### src/rtl/uart_pkg.sv
// ---------------------------------------------------------------------------
// uart_pkg
// Shared definitions for the UART transmit and receive paths: frame state
// encoding, payload width and the default bit period.
// No ports.
// ---------------------------------------------------------------------------
package uart_pkg;

   // Payload bits per frame; only 8 is supported by the serializers.
   localparam int unsigned DATA_BITS = 8;

   // 50 MHz system clock / 115200 baud.
   localparam int unsigned CLKS_PER_BIT_DEFAULT = 434;

   typedef enum logic [2:0] {
      ST_IDLE   = 3'd0,
      ST_START  = 3'd1,
      ST_DATA   = 3'd2,
      ST_PARITY = 3'd3,
      ST_STOP   = 3'd4
   } uart_state_t;

endpackage

### src/rtl/uart_baud_gen.sv
// ---------------------------------------------------------------------------
// uart_baud_gen
// Bit-period counter. Counts 0..CLKS_PER_BIT-1 and wraps; o_tick is high on
// the last cycle of each bit period. i_clear holds the count at zero.
// Ports:
//   clk      in   system clock
//   reset    in   asynchronous, active-high reset
//   i_clear  in   synchronous clear, holds the counter at 0
//   o_tick   out  high while the count equals CLKS_PER_BIT-1
//   o_cnt    out  current count value
// ---------------------------------------------------------------------------
module uart_baud_gen
   import uart_pkg::*;
#(
   parameter int unsigned  CLKS_PER_BIT = CLKS_PER_BIT_DEFAULT,
   localparam int unsigned CNT_W        = (CLKS_PER_BIT > 1) ? $clog2(CLKS_PER_BIT) : 1
) (
   input  logic             clk,
   input  logic             reset,
   input  logic             i_clear,
   output logic             o_tick,
   output logic [CNT_W-1:0] o_cnt
);

   logic [CNT_W-1:0] r_cnt;
   logic             w_tick;

   assign w_tick = (r_cnt == CNT_W'(CLKS_PER_BIT - 1));

   always_ff @(posedge clk or posedge reset) begin
      if (reset) begin
         r_cnt <= '0;
      end else if (i_clear || w_tick) begin
         r_cnt <= '0;
      end else begin
         r_cnt <= r_cnt + 1'b1;
      end
   end

   assign o_tick = w_tick;
   assign o_cnt  = r_cnt;

endmodule

### src/rtl/uart_tx_engine.sv
// ---------------------------------------------------------------------------
// uart_tx_engine
// UART transmit serializer. Pops bytes from a show-ahead TX FIFO and sends
// them LSB first as start / 8 data / [parity] / stop. All outputs are flops.
// Optional feature: define UART_TX_PARITY_EN to insert an even-parity bit
// between the last data bit and the stop bit (11-bit frame).
// Ports:
//   clk            in   system clock
//   reset          in   asynchronous, active-high reset
//   fifo_empty     in   TX FIFO holds no byte
//   fifo_data      in   head-of-FIFO byte, valid while fifo_empty=0
//   fifo_read_req  out  one-cycle pop strobe
//   tx             out  serial line, idle high
//   busy           out  high from first START cycle to last STOP cycle
//   tx_done        out  one-cycle pulse on the final STOP cycle
// ---------------------------------------------------------------------------
module uart_tx_engine #(
   parameter int unsigned CLKS_PER_BIT = uart_pkg::CLKS_PER_BIT_DEFAULT,
   parameter int unsigned DATA_BITS    = uart_pkg::DATA_BITS
) (
   input  logic                 clk,
   input  logic                 reset,
   input  logic                 fifo_empty,
   input  logic [DATA_BITS-1:0] fifo_data,
   output logic                 fifo_read_req,
   output logic                 tx,
   output logic                 busy,
   output logic                 tx_done
);
   import uart_pkg::*;

   localparam int unsigned CNT_W = (CLKS_PER_BIT > 1) ? $clog2(CLKS_PER_BIT) : 1;
   localparam int unsigned IDX_W = $clog2(DATA_BITS);

   uart_state_t          r_state;
   logic [DATA_BITS-1:0] r_shift;
   logic [IDX_W-1:0]     r_bit_idx;
   logic                 r_tx;
   logic                 r_busy;
   logic                 r_read_req;
   logic                 r_tx_done;
`ifdef UART_TX_PARITY_EN
   logic                 r_parity;
`endif

   logic             w_tick;
   logic [CNT_W-1:0] w_cnt;
   logic             w_baud_clr;
   logic             w_stop_pre;

   // Counter sits at 0 in IDLE so START always gets a full bit period; every
   // other state change happens on a tick, where the counter wraps anyway.
   assign w_baud_clr = (r_state == ST_IDLE);

   // One cycle before the end of STOP, so the registered tx_done lands on
   // the final STOP cycle.
   assign w_stop_pre = (w_cnt == CNT_W'(CLKS_PER_BIT - 2));

   uart_baud_gen #(
      .CLKS_PER_BIT (CLKS_PER_BIT)
   ) u_baud_gen (
      .clk     (clk),
      .reset   (reset),
      .i_clear (w_baud_clr),
      .o_tick  (w_tick),
      .o_cnt   (w_cnt)
   );

   // tx is assigned the value of the state being entered, keeping it
   // aligned with r_state while still coming straight from a flop.
   always_ff @(posedge clk or posedge reset) begin
      if (reset) begin
         r_state    <= ST_IDLE;
         r_shift    <= '0;
         r_bit_idx  <= '0;
         r_tx       <= 1'b1;
         r_busy     <= 1'b0;
         r_read_req <= 1'b0;
         r_tx_done  <= 1'b0;
`ifdef UART_TX_PARITY_EN
         r_parity   <= 1'b0;
`endif
      end else begin
         r_read_req <= 1'b0;
         r_tx_done  <= 1'b0;
         case (r_state)
            ST_IDLE: begin
               r_tx   <= 1'b1;
               r_busy <= 1'b0;
               if (!fifo_empty) begin
                  r_shift    <= fifo_data;
`ifdef UART_TX_PARITY_EN
                  r_parity   <= ^fifo_data;
`endif
                  r_read_req <= 1'b1;
                  r_tx       <= 1'b0;
                  r_busy     <= 1'b1;
                  r_state    <= ST_START;
               end
            end
            ST_START: begin
               if (w_tick) begin
                  r_tx      <= r_shift[0];
                  r_bit_idx <= '0;
                  r_state   <= ST_DATA;
               end
            end
            ST_DATA: begin
               if (w_tick) begin
                  r_shift <= r_shift >> 1;
                  if (r_bit_idx == IDX_W'(DATA_BITS - 1)) begin
`ifdef UART_TX_PARITY_EN
                     r_tx    <= r_parity;
                     r_state <= ST_PARITY;
`else
                     r_tx    <= 1'b1;
                     r_state <= ST_STOP;
`endif
                  end else begin
                     r_bit_idx <= r_bit_idx + 1'b1;
                     // Next bit is the one that becomes shift_reg[0] this edge.
                     r_tx      <= r_shift[1];
                  end
               end
            end
`ifdef UART_TX_PARITY_EN
            ST_PARITY: begin
               if (w_tick) begin
                  r_tx    <= 1'b1;
                  r_state <= ST_STOP;
               end
            end
`endif
            ST_STOP: begin
               if (w_tick) begin
                  r_tx    <= 1'b1;
                  r_busy  <= 1'b0;
                  r_state <= ST_IDLE;
               end else begin
                  r_tx_done <= w_stop_pre;
               end
            end
            default: begin
               r_tx    <= 1'b1;
               r_busy  <= 1'b0;
               r_state <= ST_IDLE;
            end
         endcase
      end
   end

   assign fifo_read_req = r_read_req;
   assign tx            = r_tx;
   assign busy          = r_busy;
   assign tx_done       = r_tx_done;

endmodule

### config.mk
export PLATFORM = sky130hd
export DESIGN_NAME = uart_tx_engine
export DESIGN_NICKNAME = d
export VERILOG_FILES = /design/src/rtl/uart_pkg.sv /design/src/rtl/uart_baud_gen.sv /design/src/rtl/uart_tx_engine.sv
export SDC_FILE = /design/constraint.sdc
export NUM_CORES = 1
export LEC_CHECK = 0
export CORE_MARGIN = 1
export CORE_UTILIZATION = 55
export CTS_CLUSTER_SIZE = 30
export DETAILED_ROUTE_END_ITERATION = 16
export GPL_TIMING_DRIVEN = 0
export PLACE_DENSITY = 0.8
export SYNTH_ARGS = -nofsm -noshare
export SYNTH_HDL_FRONTEND = slang
export SYNTH_HIERARCHICAL = 1
export SYNTH_SLANG_ARGS = --single-unit
### constraint.sdc
create_clock -name clk -period 3 [get_ports clk]
set_input_delay 0.45 -clock clk [delete_from_list [all_inputs] [get_ports clk]]
set_output_delay 0.45 -clock clk [all_outputs]
set_load 0.05 [all_outputs]
==> summary.md <==
• Worst Max-Slew Pin Slew: 0.687 ns
• final worst slack: 0.447 ns
• clock latency at the later pin of the worst-skew pair: 0.33 ns
• Power per Cell Area: 794 nW/um^2
• DRT antenna net count: 0
• number of global-route vias before repair: 1,048
• post-synthesis sequential area ratio: 45.4%
• fill count: 188
• top-level I/O count: 15
• worst hold path class: primary input to asynchronous set/reset pin
• number of buffers added by the clock tree synthesis step: 3
• drt via density: 6.09
• largest voltage drop on the vdd net: 0.559 mV
• CTS tree: done
• total via count in the routed design: 1,139
• most area-hungry cell type in the Yosys netlist: sky130_fd_sc_hd__dfrtp_1
• setup TNS after final layout: 0 ns
• wire length of the first global-routing pass: 4600 um
• flop-to-flop setup slack: 0.45 ns
• maximum clock frequency: 392 MHz
• Avg WL per Cell: 15.1 um
• number of DRC markers in iteration 0: 34
• Rows: 18
• post-route fraction of the period consumed by the critical path: 85.1%
• Inserted Diodes: 0
• post-synth design cell area: 1490 um^2
• pin count of the biggest net entering global routing: 19
• startpoint types: flip-flop
• Clock Tree Root: sky130_fd_sc_hd__clkbuf_4
• number of warnings reported in the yosys synthesis log: 6
• Die Height: 54.1 um
• core region area: 2520 um^2
• number of gates resized after CTS: 0
• Detail Placement HPWL: 2100 um
• share of cells above drive strength 1: 18.5%
• Final Hold Viols: 0
• count of pins over their slew limit: 0
• total wire length: 2830 um
• detailed-router iteration count before antenna repair: 4
• Period minus WS final: 2.55 ns
• Total Routing Usage GR: 22.3%
• top cell type's share of synthesized area: 43.7%
• final setup fails: 0
• number of buffers inserted by port buffering: 14
• Slew Limit Headroom: 54.2%
• deepest level of the CTS H-tree: 1
• CP max FO: 8
• core utilization of the finished layout: 67.4%
• static leakage: 0.682 nW
• max-cap violation count: 0
• number of antenna violations at the first check in global routing: 0
• critical path required time: 3.24 ns
• post-place setup slack: 0.186 ns
• Mapped Cells: 139
• post-synthesis cell type count: 41
• nets@finish: 173
• status: completed
• flop and latch count out of synthesis: 27
• critical path data arrival time: 2.79 ns
• RSZ-0062 raised after global routing: no
• grt total ovfl: 0
• floorplan die area: 2920 um^2
• die outline width: 54.1 um
• number of sinks driven by the clock tree: 27
• clock input transition at the sequential cells of the worst setup and hold paths: 0.15 ns
• Mapped Avg Cell Area: 10.7 um^2
• starting density of the core: 59.1%
• Post-route DRC: 0
• endpoint class of the critical path: flip-flop
• worst clock skew: 0.00647 ns
• maximum root-to-sink buffer count: 2
• cell types with the largest area share after synthesis: sky130_fd_sc_hd__dfrtp_1 (44%), sky130_fd_sc_hd__mux2_2 (11%), sky130_fd_sc_hd__ha_1 (3.4%)
• post-route standard cell area excluding fillers: 1700 um^2
• post-CTS setup buffer count: 0
• area grow syn2layout: 14.1%
• placed inst area: 1670 um^2
• number of hold-repair buffers added at the cts stage: 0
• number of cells traversed by the worst register-to-register path: 5
• Synth Net Count: 154
• crit path kind: flip-flop to flip-flop
• weighted congestion at the end of routability-driven global placement: 0.751
worst paths after layout:
path | startpoint | endpoint
max in group asynchronous | reset | r_bit_idx[0]
max | u_baud_gen/o_cnt[2] | r_shift[4]
min | reset | u_baud_gen/o_cnt[0]
min reg2reg | r_shift[2] | r_shift[2]
max reg2reg | u_baud_gen/o_cnt[2] | r_shift[4]
min in group clk | r_shift[2] | r_shift[2]
logic make-up (layout without fill, tap and decap cells):
kind of cell    count (synthesis)  count (layout)  share of synthesized area [%]
simple gates                   47              47                           18.3
compound gates                 28              28                           15.1
flops                          27              27                           45.4
mux                            16              16                           12.0
buf+inv                        13              31                           3.44
fa+ha+maj                       4               4                           3.36
xor+xnor                        4               4                           2.35
through the flow:
| stage | hold slack (ns) | power, W | std cells |
|---|---|---|---|
| after floorplan | 0.278 | 0.00104 | 139 |
| after global placement | 0.483 | 0.00116 | 183 |
| after detailed placement | 0.493 | 0.00119 | 183 |
| after CTS | 0.391 | 0.00135 | 187 |
| after global routing | 0.447 | 0.00145 | 187 |
| final | 0.386 | 0.00135 | 187 |
placed cells by master, fill, tap and decap left out, types with 2 or more instances in the layout:
cell	instances
sky130_fd_sc_hd__a21oi_1	3
sky130_fd_sc_hd__a22oi_1	3
sky130_fd_sc_hd__a31oi_1	5
sky130_fd_sc_hd__buf_1	2
sky130_fd_sc_hd__buf_2	2
sky130_fd_sc_hd__clkbuf_4	3
sky130_fd_sc_hd__clkdlybuf4s50_1	14
sky130_fd_sc_hd__dfrtp_1	26
sky130_fd_sc_hd__ha_1	4
sky130_fd_sc_hd__inv_1	8
sky130_fd_sc_hd__mux2_2	15
sky130_fd_sc_hd__nand2_1	8
sky130_fd_sc_hd__nand2b_1	2
sky130_fd_sc_hd__nand3_1	4
sky130_fd_sc_hd__nor2_1	11
sky130_fd_sc_hd__nor2b_1	5
sky130_fd_sc_hd__nor4_1	2
sky130_fd_sc_hd__nor4b_1	2
sky130_fd_sc_hd__o211ai_1	2
sky130_fd_sc_hd__o21ai_0	5
sky130_fd_sc_hd__o2bb2ai_1	3
sky130_fd_sc_hd__o31ai_1	2
sky130_fd_sc_hd__or3_1	2
sky130_fd_sc_hd__xor2_1	3
cells in the mapped netlist, drive strengths merged:
library cell and instances:
xnor2 1, o31ai 3, o221ai 1, a21oi 3
nor2b 6, or4 1, nand4 2, nor4bb 1
nand2b 2, nor4 2, nor2 11, mux2 15
nand2 8, clkbuf 1, dfrtp 26, o21ai 5
buf 4, o2bb2ai 3, a31oi 5, or3 3
nand3 4, a22oi 3, ha 4, dfstp 1
nor4b 2, xor2 3, o211ai 2, mux2i 1
a32oi 1, o311ai 1, nor3b 2, or3b 1
nor3 2, inv 8, a2111oi 1
critical path, stage by stage, from the launching register on:
cell and delay [ns]:
sky130_fd_sc_hd__dfrtp_1 0.48, sky130_fd_sc_hd__or3_4 0.44, sky130_fd_sc_hd__nor3_2 0.40, sky130_fd_sc_hd__nor2b_2 0.13, sky130_fd_sc_hd__a2111oi_4 0.61, sky130_fd_sc_hd__mux2_2 0.40
flip-flops by register name (all words and copies together), names as in the netlist:
| signal | count |
|---|---|
| u_baud_gen/o_cnt | 9 |
| r_shift | 8 |
| r_bit_idx | 3 |
| r_state | 3 |
| busy | 1 |
| fifo_read_req | 1 |
| tx | 1 |
| tx_done | 1 |
power breakdown:
group / switching [W] / total [W] / internal (W)
Sequential: 0.000127 / 0.000625 / 0.000498
Combinational: 0.000305 / 0.000562 / 0.000256
Clock: 0.000112 / 0.000162 / 0.0000501
routing by layer:
layer,GRT usage [%],up-vias,share of wire [%],routed length (um)
li1,-,545,-,-
met1,28.8,566,46,1310
met2,37.2,22,50,1410
met3,2.54,6,2.2,63
met4,9.83,0,1.7,49
met5,0,-,0,0
layout make-up:
cell class                 instances  area, um^2  share of cell area, %
clock buffer                       3        22.5                   1.32
multi-input combinational         99         767                   45.1
inverter                           8        30.0                   1.77
sequential                        27         677                   39.8
clock inverter                     1        5.00                  0.294
buffer                             5        21.3                   1.25
tap                               30        37.5                   2.21
timing repair buffer              14         140                   8.24
(Power assumes the default switching activity.)
